[config.mk]
export PLATFORM = sky130hd
export DESIGN_NAME = bp_lfsr
export DESIGN_NICKNAME = d
export VERILOG_FILES = /design/src/rtl/stream_sink_checker_pkg.sv /design/src/rtl/stream_sink_checker_bp_lfsr.sv
export SDC_FILE = /design/constraint.sdc
export NUM_CORES = 1
export LEC_CHECK = 0
export ABC_AREA = 1
export ABC_CLOCK_PERIOD_IN_PS = 1100
export BUFFER_PORTS_ARGS = -buffer_cell sky130_fd_sc_hd__buf_2
export CORE_AREA = 4 4 41 43
export DETAILED_ROUTE_END_ITERATION = 8
export DIE_AREA = 0 0 45 47
export SLEW_MARGIN = 20
export SYNTH_ARGS = -nofsm -noshare
export SYNTH_HDL_FRONTEND = slang
export SYNTH_SLANG_ARGS = --single-unit
[constraint.sdc]
create_clock -name clk -period 1.1 [get_ports clk]
set_input_delay 0.165 -clock clk [delete_from_list [all_inputs] [get_ports clk]]
set_output_delay 0.165 -clock clk [all_outputs]
set_load 0.02 [all_outputs]
[src/rtl/stream_sink_checker_pkg.sv]
// Shared definitions for the stream sink checker: FSM encoding,
// backpressure LFSR shape, counter width and a constant clog2 helper.
package stream_sink_checker_pkg;

  typedef enum logic [1:0] {
    IDLE = 2'd0,
    RECV = 2'd1,
    DONE = 2'd2
  } state_t;

  // Backpressure LFSR: x^8+x^6+x^5+x^4+1, Fibonacci, shifting towards the MSB.
  // Tap mask selects bits 7,5,4,3 whose XOR becomes the new LSB.
  localparam int         LFSR_W    = 8;
  localparam logic [7:0] LFSR_TAPS = 8'hB8;

  // Word, frame and error counters all share this width.
  localparam int CNT_W = 16;

  function automatic int clog2(input int value);
    int r;
    r = 0;
    for (int i = 0; i < 31; i++) begin
      if ((1 << i) < value) begin
        r = i + 1;
      end
    end
    return r;
  endfunction

endpackage

[src/rtl/stream_sink_checker_bp_lfsr.sv]
// Pseudo-random backpressure generator: an 8-bit LFSR that advances while
// enabled, and a threshold compare on the upcoming LFSR value that tells the
// sink whether to offer ready next cycle. Comparing the next value keeps the
// registered ready and the LFSR state in step with each other.
module bp_lfsr
  import stream_sink_checker_pkg::*;
#(
  parameter logic [LFSR_W-1:0] SEED         = 8'hA5,
  parameter int                STALL_THRESH = 2
) (
  input  logic clk,
  input  logic s_rst_n,
  input  logic en,
  output logic ready_next
);

  localparam logic [3:0] THRESH_CMP = 4'(STALL_THRESH);

  logic [LFSR_W-1:0] lfsr_q;
  logic [LFSR_W-1:0] lfsr_d;
  logic              feedback;

  // Next LFSR value: shift in the tap parity when enabled, otherwise hold.
  always_comb begin
    feedback = ^(lfsr_q & LFSR_TAPS);
    lfsr_d   = lfsr_q;
    if (en) begin
      lfsr_d = {lfsr_q[LFSR_W-2:0], feedback};
    end
  end

  // LFSR state register, reloads the non-zero seed on reset.
  always_ff @(posedge clk or negedge s_rst_n) begin
    if (!s_rst_n) begin
      lfsr_q <= SEED;
    end else begin
      lfsr_q <= lfsr_d;
    end
  end

  assign ready_next = ({1'b0, lfsr_d[2:0]} >= THRESH_CMP);

endmodule

==> out/summary.md, run 1 <==
The flow ran to the end, but the final reports show violations. The final reports fail on setup timing. Once the floorplan was initialized, standard cells occupied 28.75% of the core. The tools report the number of antenna violations at the first check in global routing as 0. The number of top-level pins was 4. The run gives 0 as the final-report max-slew violation count.

Dividing the synthesized area by the synthesized cell count gives 7.960 sq um. The clock network fraction of total power came out at 22.0%. The tools report the portion of the post-synthesis area used by sequential elements as 54.85%. By count the netlist is led by 19 x nand2_1, 7 x inv_1, 5 x o21ai_0, 4 x dfrtp_1, 4 x dfstp_2. Worst-case setup margin in the final layout: -0.2053 ns. The number of global-route vias before repair is 323, and the static leakage power is 0.2470 nW. Setup repair after global routing could not meet its margin everywhere. TritonCTS built the clock tree. The critical setup path kind was flop to primary output. STA puts the critical path data arrival time at 1.14 ns.

The area share of the leading cell type in the synthesized netlist is 28.09%, and the worst-path maximum fanout is 2. The fraction of registers with async set/reset is 100.0%, and the total global-route track usage is 8.852%. Of all cell types, the one taking the most synthesized area is dfstp_2. Clock latency on the worst-skew pair, taken at its later pin, is 0.25 ns. The net switching share of the total power is 31.46%, and the core area is 1301 sq um.

The residual DRC count came out at 0. The number of nets in the final layout was 63; the cell count after synthesis was 47. Cells with a size suffix above 1 make up 34.48% of the layout. The number of optimization iterations in the first detailed-route pass was 1. The tools report the pin count of the biggest net entering global routing as 10. The floorplan step defined a die boundary enclosing 2115 sq um. The clock net sink count was 8.

The die is 45 um wide. Clock-pin slew was measured on the worst setup and hold paths at 0.05 ns. After layout, the minimum clock period comes to 1.305 ns.

The number of clock buffers added by TritonCTS is 3. After global routing the overflow that remains totals 0. No sink is reached through more buffers than the 2 on the longest clock path. Total setup violations reported at the end of the flow: 1. Global-route wire length before repair: 1.269 mm. Once placement finished, the instance area stood at 411.6 sq um. The most instantiated library cell after synthesis was nand2_1.

Per report_power, the combinational group accounts for 31.9% of the total. The largest registers in the layout are lfsr_q x8. After detailed routing, the average wire length per cell comes to 9.123 um. For the part of the total power dissipated in sequential elements, the log shows 46.2%. The layer carrying the most global-route usage is met2.

Root buffer cell: clkbuf_4. Power spread over the standard cell area amounts to 2058 nW/um^2. The area growth from synthesis to layout came out at 29.10%. Detailed routing inserted a total of 310 vias.

On the final layout, the worst clock skew is 0.002820 ns. The worst setup path is launched from a flop. For the number of rows in the core area, the log shows 13.

For this design the total switching power over the nets is 0.0003128 W. Worst min-delay path category: input port to flop. Leading register cell type out of synthesis: dfstp_2. VDD sags by at most 0.0006349 V. Fill cells in the final layout number 148.

The tools report the post-placement worst setup slack as 0.02423 ns. In this run the cell area of the synthesized design comes to 374.1 sq um. The max-slew headroom at the worst pin is 88.01%. In the post-synthesis netlist, the biggest area contributors are dfstp_2 28%, dfrtp_1 27%, nand2_1 19%.

Internal power component: 0.0006814 W. The final weighted congestion of routability-driven global placement is 0.6490. For met1 alone, demand over resource in global routing was 9.112%. The starting DRC count in detailed routing came out at 0.

The aggregate routed wire length is 666 um, and the post-route clock period utilization is 118.7%. The number of vias per cell is 4.247, and the count of cell types in the netlist is 11. For this run, the number of Yosys warnings is 0. The HPWL after detailed placement is 463.5 um.

Global routing consumed, on the met3 layer, 2.299% of the routing resources. The tools report the peak clock frequency supported by timing as 0.7661 GHz. The detail route stage leaves a number of antenna-violating nets equal to 0. After routing the design area is 483.0 sq um.

The register with the most flip-flops in the layout has 8 of them. The die height is 47 um, and the count of maximum capacitance violations is 0. The required time of the critical path is 0.94 ns, and the count of endpoints failing hold in the final timing report is 0. The register with the most flip-flops in the final layout is lfsr_q. The transition time at the pin with the least slew margin is 0.1798 ns. The tools report the kind of end point of the critical path as a primary output.

In this run the tool buffered the top-level ports with 3 buffer cells. The number of antenna diodes was 0; the level count of the clock H-tree was 1. The count of state elements after synthesis was 8; the met2 global-route usage was 15.25%. Counting flops with a built-in enable in the synthesized netlist gives 0.

The number of nets in the synthesized netlist is 50.
worst max-delay path: stages, from the launching register on:
cell	delay, ns
dfstp_2	0.54
nand2_2	0.05
o21ai_2	0.06
or2_1	0.13
buf_6	0.11
metrics by stage:
stage	power, W	hold WS, ns	std cells	TNS [ns]	util, %
floorplan	0.0006266	-0.1306	47	0	-
global placement	0.0006842	0.01153	66	0	31.63
detailed placement	0.0006920	0.01392	66	0	31.63
CTS	0.001043	0.1379	76	-0.3483	38.65
global route	0.001094	0.1535	73	-0.2870	37.12
finish	0.0009942	0.1524	73	-0.2053	37.12
cells in the final DEF, fill, tap and decap left out, drive strengths merged:
cell type    instances
dfrtp                4
dlygate4sd3          1
dfstp                4
buf                  8
nand3                1
clkbuf               3
o21ai                7
nand2               20
or2                  1
inv                  7
nor2                 2
final timing paths:
path,endpoint,depth (start not counted),startpoint,slack [ns]
worst max-delay path,ready_next,4,lfsr_q[2]$_DFF_PN1_,-0.21
worst min-delay path,lfsr_q[1]$_DFF_PN0_,2,en,0.15
worst max register to register,lfsr_q[2]$_DFF_PN1_,5,lfsr_q[2]$_DFF_PN1_,0.11
worst min register to register,lfsr_q[0]$_DFF_PN1_,2,lfsr_q[0]$_DFF_PN1_,0.48
max in group asynchronous,lfsr_q[5]$_DFFE_PN1P_,2,s_rst_n,0.58
min in group asynchronous,lfsr_q[1]$_DFF_PN0_,2,s_rst_n,0.28
cells by family (layout without fill, tap and decap cells):
group	after synthesis	count (layout)	synth area share, %
flops	8	8	54.85
compound gates	7	7	9.364
buf+inv	8	19	10.03
simple gates	24	24	25.75
power by group through the flow:
stage	sequential [W]	clock, W	combinational (W)
6_report	0.000459	0.000218	0.000317
5_1_grt	0.000474	0.000251	0.000369
4_1_cts	0.000456	0.000230	0.000357
3_5_place_dp	0.000458	0	0.000234
3_3_place_gp	0.000454	0	0.000230
2_1_floorplan	0.000446	0	0.000181
area by class of cell:
class	count	area [sq um]	share of cell area, %
Timing Repair Buffer	9	68.82	14.25
Multi-Input combinational cell	31	141.4	29.27
Clock buffer	3	22.52	4.663
Sequential cell	8	205.2	42.49
Inverter	7	26.28	5.440
Tap cell	15	18.77	3.886
metal layers:
metal | wire (um) | vias up
met4 | 17 | 0
met2 | 354 | 5
met5 | 0 | -
met1 | 278 | 138
li1 | - | 165
met3 | 15 | 2
what timing repair did:
item	CTS	global route
setup endpoints to repair	1	2
hold endpoints to repair	8	0
hold buffers	1	0
pin swaps	2	2
setup buffers	6	0
gates resized for setup	5	1
(Power assumes the default switching activity.)
==> run 2: changes to the inputs <==
Settings changed: BUFFER_PORTS_ARGS -buffer_cell sky130_fd_sc_hd__buf_2 to unset, DONT_BUFFER_PORTS set to 1.
==> out/summary.md, run 2 (synthesis gave the netlist of run 1 again) <==
The starting DRC count in detailed routing is 0 (unchanged). The tools report the level count of the clock H-tree as 1 (unchanged). The run finished, with violations left. The core area is 1301 sq um (unchanged), and the pin count of the biggest net entering global routing is 13 (+3). The count of endpoints failing hold in the final timing report was 2 (+2); the total global-route track usage was 7.827% (-1.0 points). The tree is rooted in a clkbuf_4. The area growth from synthesis to layout was 21.07%. The checks that failed: hold timing, setup timing. The setup clock skew after layout was 0.002970 ns (+0.0001499 ns); the clock network fraction of total power was 23.0% (+1.0 points). The critical setup path kind was flop to primary output.

The number of vias per cell is 4.206 (-0.96%). Count of input and output buffers: 0 (-3). The library cell used most frequently in the layout, excluding fill and tap cells, is nand2_1.

Worst-case setup margin in the final layout: -0.1423 ns (+0.06300 ns). Post-route worst hold slack: -0.01420 ns (-0.1666 ns). The worst min-delay path category is input port to flop. Routed wirelength normalized by instance count: 9.309 um (+2.0%). Total placed cells including tap cells: 61 (-7.6%). The library cells used most frequently in the layout, excluding fill and tap cells, are 18 x nand2_1, 7 x inv_1, 5 x o21ai_0, 4 x dfstp_2, 4 x dfrtp_1.

The part of the total power dissipated in sequential elements came out at 47.1% (+0.9 points). Depth of the worst register-to-register path: 5 (unchanged). The final-report max-slew violation count is 0 (unchanged). The total setup violations reported at the end of the flow was 1 (unchanged). The startpoint of the lowest-slack register-to-register path is lfsr_q[2]$_DFF_PN1_. The tools report the last element of the critical path as ready_next. The number of nets in the final layout was 58 (-7.9%); the flip-flop count of the largest register, all copies and words added was 8 (unchanged). The share of cells above drive strength 1 works out to 28.30% (-6.2 points).

The final sum of negative setup slack is -0.1423 ns (+0.06300 ns), and the via count is 286 (-7.7%). The post-route clock period utilization was 112.9% (-5.7 points); the transition time at the pin with the least slew margin was 0.3537 ns (+0.1738 ns). The time the worst path needs with I/O delays and setup is 1.242 ns (-0.06300 ns), and the fraction of power consumed by combinational cells is 29.9% (-2.0 points). End-of-flow core utilization: 34.81% (-2.3 points). The logs give 0 (unchanged) for the number of antenna diodes and 13 (unchanged) for the number of rows in the core area.

Final weighted congestion of routability-driven global placement: 0.6516 (+0.40%). The worst setup path is captured at a primary output. The total power per unit cell area was 2130 nW/um^2 (+3.5%). The logs give 0 (unchanged) for the count of maximum capacitance violations and 381.6 sq um (-7.3%) for the total cell area at the placement stage. The run gives 439 um (-5.3%) as the estimated wirelength of the detail-placed design.

The clock latency of the later-clocked register in the worst-skew pair was 0.25 ns (about the same). The register-to-register setup slack is 0.10 ns (about the same), and the max-slew headroom at the worst pin is 76.34% (-12 points). The tools report the power dissipated by switching net loads as 0.0003002 W (-4.0%). The number of fillers in the final layout came out at 149 (+0.68%). The number of antenna violations at the first check in global routing is 0 (unchanged).

Setup repair after global routing could not meet its margin everywhere. Number of optimization iterations in the first detailed-route pass: 1 (unchanged). Clock net sink count: 8 (unchanged).

The die outline area is 2115 sq um (unchanged). The internal power component came out at 0.0006646 W (-2.5%). The worst-path maximum fanout came out at 2 (unchanged). The number of global-route vias before repair is 306 (-5.3%), and the required time of the critical path is 0.94 ns (about the same).

Area of all placed cells without fillers: 452.9 sq um (-6.2%). The logs give 0.2262 nW (-8.4%) for the static leakage power and 68 (-6.8%) for the number of cells in the finished layout apart from fillers. The maximum number of buffers from clock root to sink is 2 (unchanged), and the global-route wire length before repair is 1.179 mm (-7.1%). Critical path arrival: 1.08 ns (-0.06 ns). Launching element of the worst setup path: lfsr_q[2]$_DFF_PN1_. Critical path launch point type: a flop.

Aggregate routed wire length: 633 um (-5.0%). TritonCTS built the clock tree. The logs give 0 (unchanged) for the residual DRC count and 1 (unchanged) for the cts-stage hold buffer count. Ranked by flip-flop count, first place goes to lfsr_q. The net switching share of the total power was 31.11% (-0.35 points); the initial cell density of the core was 28.75% (unchanged). The tools report the largest vdd supply drop as 0.0008459 V (+33%).

The tools report the number of antenna-violating nets in the routed design as 0 (unchanged). The tools report the reg-to-reg endpoint as lfsr_q[2]$_DFF_PN1_. The chip width works out to 45 um (unchanged). The clock-pin slew of the registers on the worst-case setup and hold paths is 0.06 ns (about the same). The largest registers in the layout are lfsr_q x8. The number of top-level pins is 4 (unchanged). The peak clock frequency supported by timing is 0.8049 GHz (+5.1%).

The logs give 0 (unchanged) for the final global-route overflow total and 3 (unchanged) for the total clock buffers created by CTS. Die height: 47 um (unchanged).
-- run 2: cell count changes in the layout (fill, tap and decap cells not counted) --
cell and change:
buf_4 -3, buf_2 -2, inv_1 +1, inv_2 -1
or2_1 -1, or2_4 +1
-- run 2: area by class of cell --
cell class / instances / area (sq um) / area share, %
inverter: 7 / 26.28 / 5.801
timing repair buffer: 4 / 36.28 / 8.011
multi-input combinational: 31 / 143.9 / 31.77
sequential: 8 / 205.2 / 45.30
clock buffer: 3 / 22.52 / 4.972
tap: 15 / 18.77 / 4.144
-- run 2: worst min-delay path by stage --
stage / slack [ns] / from / endpoint / depth (start not counted)
floorplan: -0.13 / s_rst_n / lfsr_q[1]$_DFF_PN0_ / 0
global placement: -0.13 / s_rst_n / lfsr_q[6]$_DFFE_PN0P_ / 0
detailed placement: -0.13 / s_rst_n / lfsr_q[6]$_DFFE_PN0P_ / 0
CTS: -0.02 / en / lfsr_q[5]$_DFFE_PN1P_ / 1
global route: -0.01 / en / lfsr_q[5]$_DFFE_PN1P_ / 1
finish: -0.01 / en / lfsr_q[7]$_DFFE_PN1P_ / 1
-- run 2: layer usage --
metal  global-route usage (%)  share of wire [%]
met4                    7.018                  0
met2                    12.71                 50
met3                    1.533                2.8
met1                    8.685                 47
met5                        0                  0
-- run 2: repair_timing --
action	4_1_cts	5_1_grt
setup endpoints to repair	1	2
endpoints found under the hold margin	11	3
setup buffers	5	1
pin swaps	1	1
gates resized for setup	6	2
-- run 2: worst max-delay path: stages (launching register included) --
cell and delay, ns:
dfstp_2 0.54, nand2_2 0.05, o21ai_2 0.07, or2_4 0.17
-- run 2: power groups by stage --
stage                     combinational (W)  sequential [W]  clock (W)
after floorplan                    0.000181        0.000446          0
after global placement             0.000199        0.000454          0
after detailed placement           0.000203        0.000456          0
after CTS                          0.000337        0.000452   0.000226
after global routing               0.000337        0.000465   0.000248
final                              0.000289        0.000454   0.000222
-- run 2: stage by stage --
stage | total power, W | worst slack (ns)
after floorplan | 0.0006266 | 0.09113
after detailed placement | 0.0006584 | 0.05916
after global routing | 0.001050 | -0.1847
after global placement | 0.0006525 | 0.06385
final | 0.0009648 | -0.1423
after CTS | 0.001015 | -0.1608
==> run 3: changes to the inputs <==
Settings changed: ABC_CLOCK_PERIOD_IN_PS 1100 to 1610.
Clock period 1.1 ns to 1.61 ns, I/O delays scaled along.
==> out/summary.md, run 3 (synthesis gave the netlist of run 1 again) <==
The post-route worst hold slack came out at 0.06809 ns (+0.08229 ns). The required time of the critical path came out at 1.37 ns (+0.43 ns). The tools report the aggregate routed wire length as 580 um (-8.4%). TritonCTS built the clock tree. The critical path is of the flop to primary output type. The flip-flop count of the largest register, all copies and words added works out to 8 (unchanged). The die height works out to 47 um (unchanged).

The setup clock skew after layout was 0.001384 ns (-0.001586 ns); the final global-route overflow total was 0 (unchanged). The run finished with clean final reports. The uppermost layer routed is met3. The clock latency of the later-clocked register in the worst-skew pair is 0.25 ns (about the same), and the number of antenna-violating nets in the routed design is 0 (unchanged). Leaving out fill and tap cells, the most frequent cells in the layout are 19 x nand2_1, 7 x inv_1, 5 x o21ai_0, 4 x dfstp_2, 4 x dfrtp_1.

The run gives 0 ns (+0.1423 ns) as the final sum of negative setup slack. The tools report the critical path launch point type as a flop. For the routed metal-1 wirelength, the log shows 282 um (-4.7%). The share of cells above drive strength 1 was 16.00% (-12 points); the final weighted congestion of routability-driven global placement was 0.6515 (about the same). The number of antenna violations at the first check in global routing was 0 (unchanged).

Setup repair after global routing left no endpoint under its margin. The tools report the number of setup buffers added after CTS as 0 (-5). The register with the most flip-flops in the final layout is lfsr_q. The routed design could run at a clock period as short as 1.379 ns. The routed wirelength normalized by instance count is 8.923 um (-4.1%), and the core area is 1301 sq um (unchanged). The kind of end point of the critical path was a primary output.

The clock-pin slew of the registers on the worst-case setup and hold paths was 0.05 ns (about the same). Global-route wire length before repair: 1.131 mm (-4.1%). The number of top-level pins came out at 4 (unchanged). The via count came out at 274 (-4.2%). The worst min-delay path category was input port to flop. The max-slew headroom at the worst pin is 75.75% (-0.60 points). In this run the most critical hold path is launched from en. For the estimated wirelength of the detail-placed design, the log shows 445.4 um (+1.5%). The transition time at the pin with the least slew margin is 0.3626 ns (+0.008916 ns), and the initial cell density of the core is 28.75% (unchanged). The logs give 0 (-2) for the count of endpoints failing hold in the final timing report and 0.0005127 V (-39%) for the largest vdd supply drop.

The static leakage power is 0.2053 nW (-9.2%). The chip width was 45 um (unchanged); the cts-stage hold buffer count was 1 (unchanged). The final-report max-slew violation count was 0 (unchanged). In the final layout, the registers with the most flip-flops are lfsr_q x8. The starting DRC count in detailed routing is 1 (+1), and the number of resized instances in the post-cts repair step is 0 (-6). The die outline area was 2115 sq um (unchanged). Total met2 wirelength after detailed routing: 278 um (-13%). The logs give 3 (unchanged) for the total clock buffers created by CTS and 306 (unchanged) for the number of global-route vias before repair.

The count of maximum capacitance violations is 0 (unchanged), and the number of nets in the final layout is 55 (-5.2%). Most common cell after layout, fill and taps aside: nand2_1. The tools report the worst-case setup margin in the final layout as 0.2312 ns (+0.3735 ns). In the finished design, the share of the clock period the worst path needs comes to 85.64%. The number of vias per cell was 4.215 (+0.23%); the number of rows in the core area was 13 (unchanged).

The most critical setup path has its startpoint at lfsr_q[2]$_DFF_PN1_. The post-placement worst setup slack was 0.4937 ns (+0.4345 ns); the peak clock frequency supported by timing was 0.7253 GHz. The level count of the clock H-tree is 1 (unchanged). Worst-path maximum fanout: 2 (unchanged). The root buffer cell was clkbuf_4. The residual DRC count is 0 (unchanged), and the total global-route track usage is 7.274% (-0.55 points).

The run gives 2 (+1) as the number of optimization iterations in the first detailed-route pass. The total power per unit cell area is 1451 nW/um^2 (-32%). The worst register-to-register path begins at lfsr_q[5]$_DFFE_PN1P_.

The critical path arrival is 1.14 ns (+0.06 ns). Count of input and output buffers: 0 (unchanged). The met3 wire length was 19 um (+5.6%). The clock net sink count is 8 (unchanged).

The tools report the maximum number of buffers from clock root to sink as 2 (unchanged). The number of antenna diodes was 0 (unchanged); the area growth from synthesis to layout was 10.70%. For the pin count of the biggest net entering global routing, the log shows 13 (unchanged).

The end-of-flow core utilization is 31.83% (-3.0 points), and the total setup violations reported at the end of the flow is 0 (-1). The post-layout total power is 0.0006010 W (-38%).
-- run 3: cell count changes in the layout (fill, tap and decap cells not counted) --
| cell | change |
|---|---|
| o21ai_2 | -2 |
| or2_1 | +1 |
| nand2_2 | -1 |
| o21ai_1 | +2 |
| buf_6 | -1 |
| nand2_1 | +1 |
| buf_4 | -2 |
| or2_4 | -1 |
-- run 3: metrics by stage --
stage / instances / instance area, sq um
2_1_floorplan: 47 / 374.1
3_3_place_gp: 61 / 381.6
3_5_place_dp: 61 / 381.6
4_1_cts: 65 / 414.1
5_1_grt: 65 / 414.1
6_report: 65 / 414.1
-- run 3: layer usage --
metal	up-vias	global-route usage (%)
li1	149	-
met1	122	8.471
met2	3	11.86
met3	0	1.533
met4	0	5.263
met5	-	0
-- run 3: critical path, cell delays in order (launching register included) --
cell     delay [ns]
dfstp_2        0.52
nand2_1        0.05
o21ai_1        0.09
or2_1          0.23
-- run 3: path summary, 6_finish.rpt --
| path | slack (ns) | to | cells after the start |
|---|---|---|---|
| max in group asynchronous | 0.96 | lfsr_q[2]$_DFF_PN1_ | 1 |
| max | 0.23 | ready_next | 3 |
| max reg2reg | 0.62 | lfsr_q[0]$_DFF_PN1_ | 6 |
| min in group asynchronous | 0.34 | lfsr_q[6]$_DFFE_PN0P_ | 1 |
| min reg2reg | 0.48 | lfsr_q[0]$_DFF_PN1_ | 2 |
| min | 0.07 | lfsr_q[7]$_DFFE_PN1P_ | 1 |
-- run 3: report_power, final --
part / switching (W) / internal [W] / total [W]
clock network: 0.0000635 / 0.0000850 / 0.000149
logic: 0.0000919 / 0.0000524 / 0.000144
registers: 0.0000334 / 0.000275 / 0.000308
-- run 3: area by class of cell --
| cell class | count | area (sq um) |
|---|---|---|
| Sequential cell | 8 | 205.2 |
| Clock buffer | 3 | 22.52 |
| Multi-Input combinational cell | 31 | 131.4 |
| Fill cell | 154 | 887.1 |
| Inverter | 7 | 26.28 |
| Timing Repair Buffer | 1 | 10.01 |
| Tap cell | 15 | 18.77 |
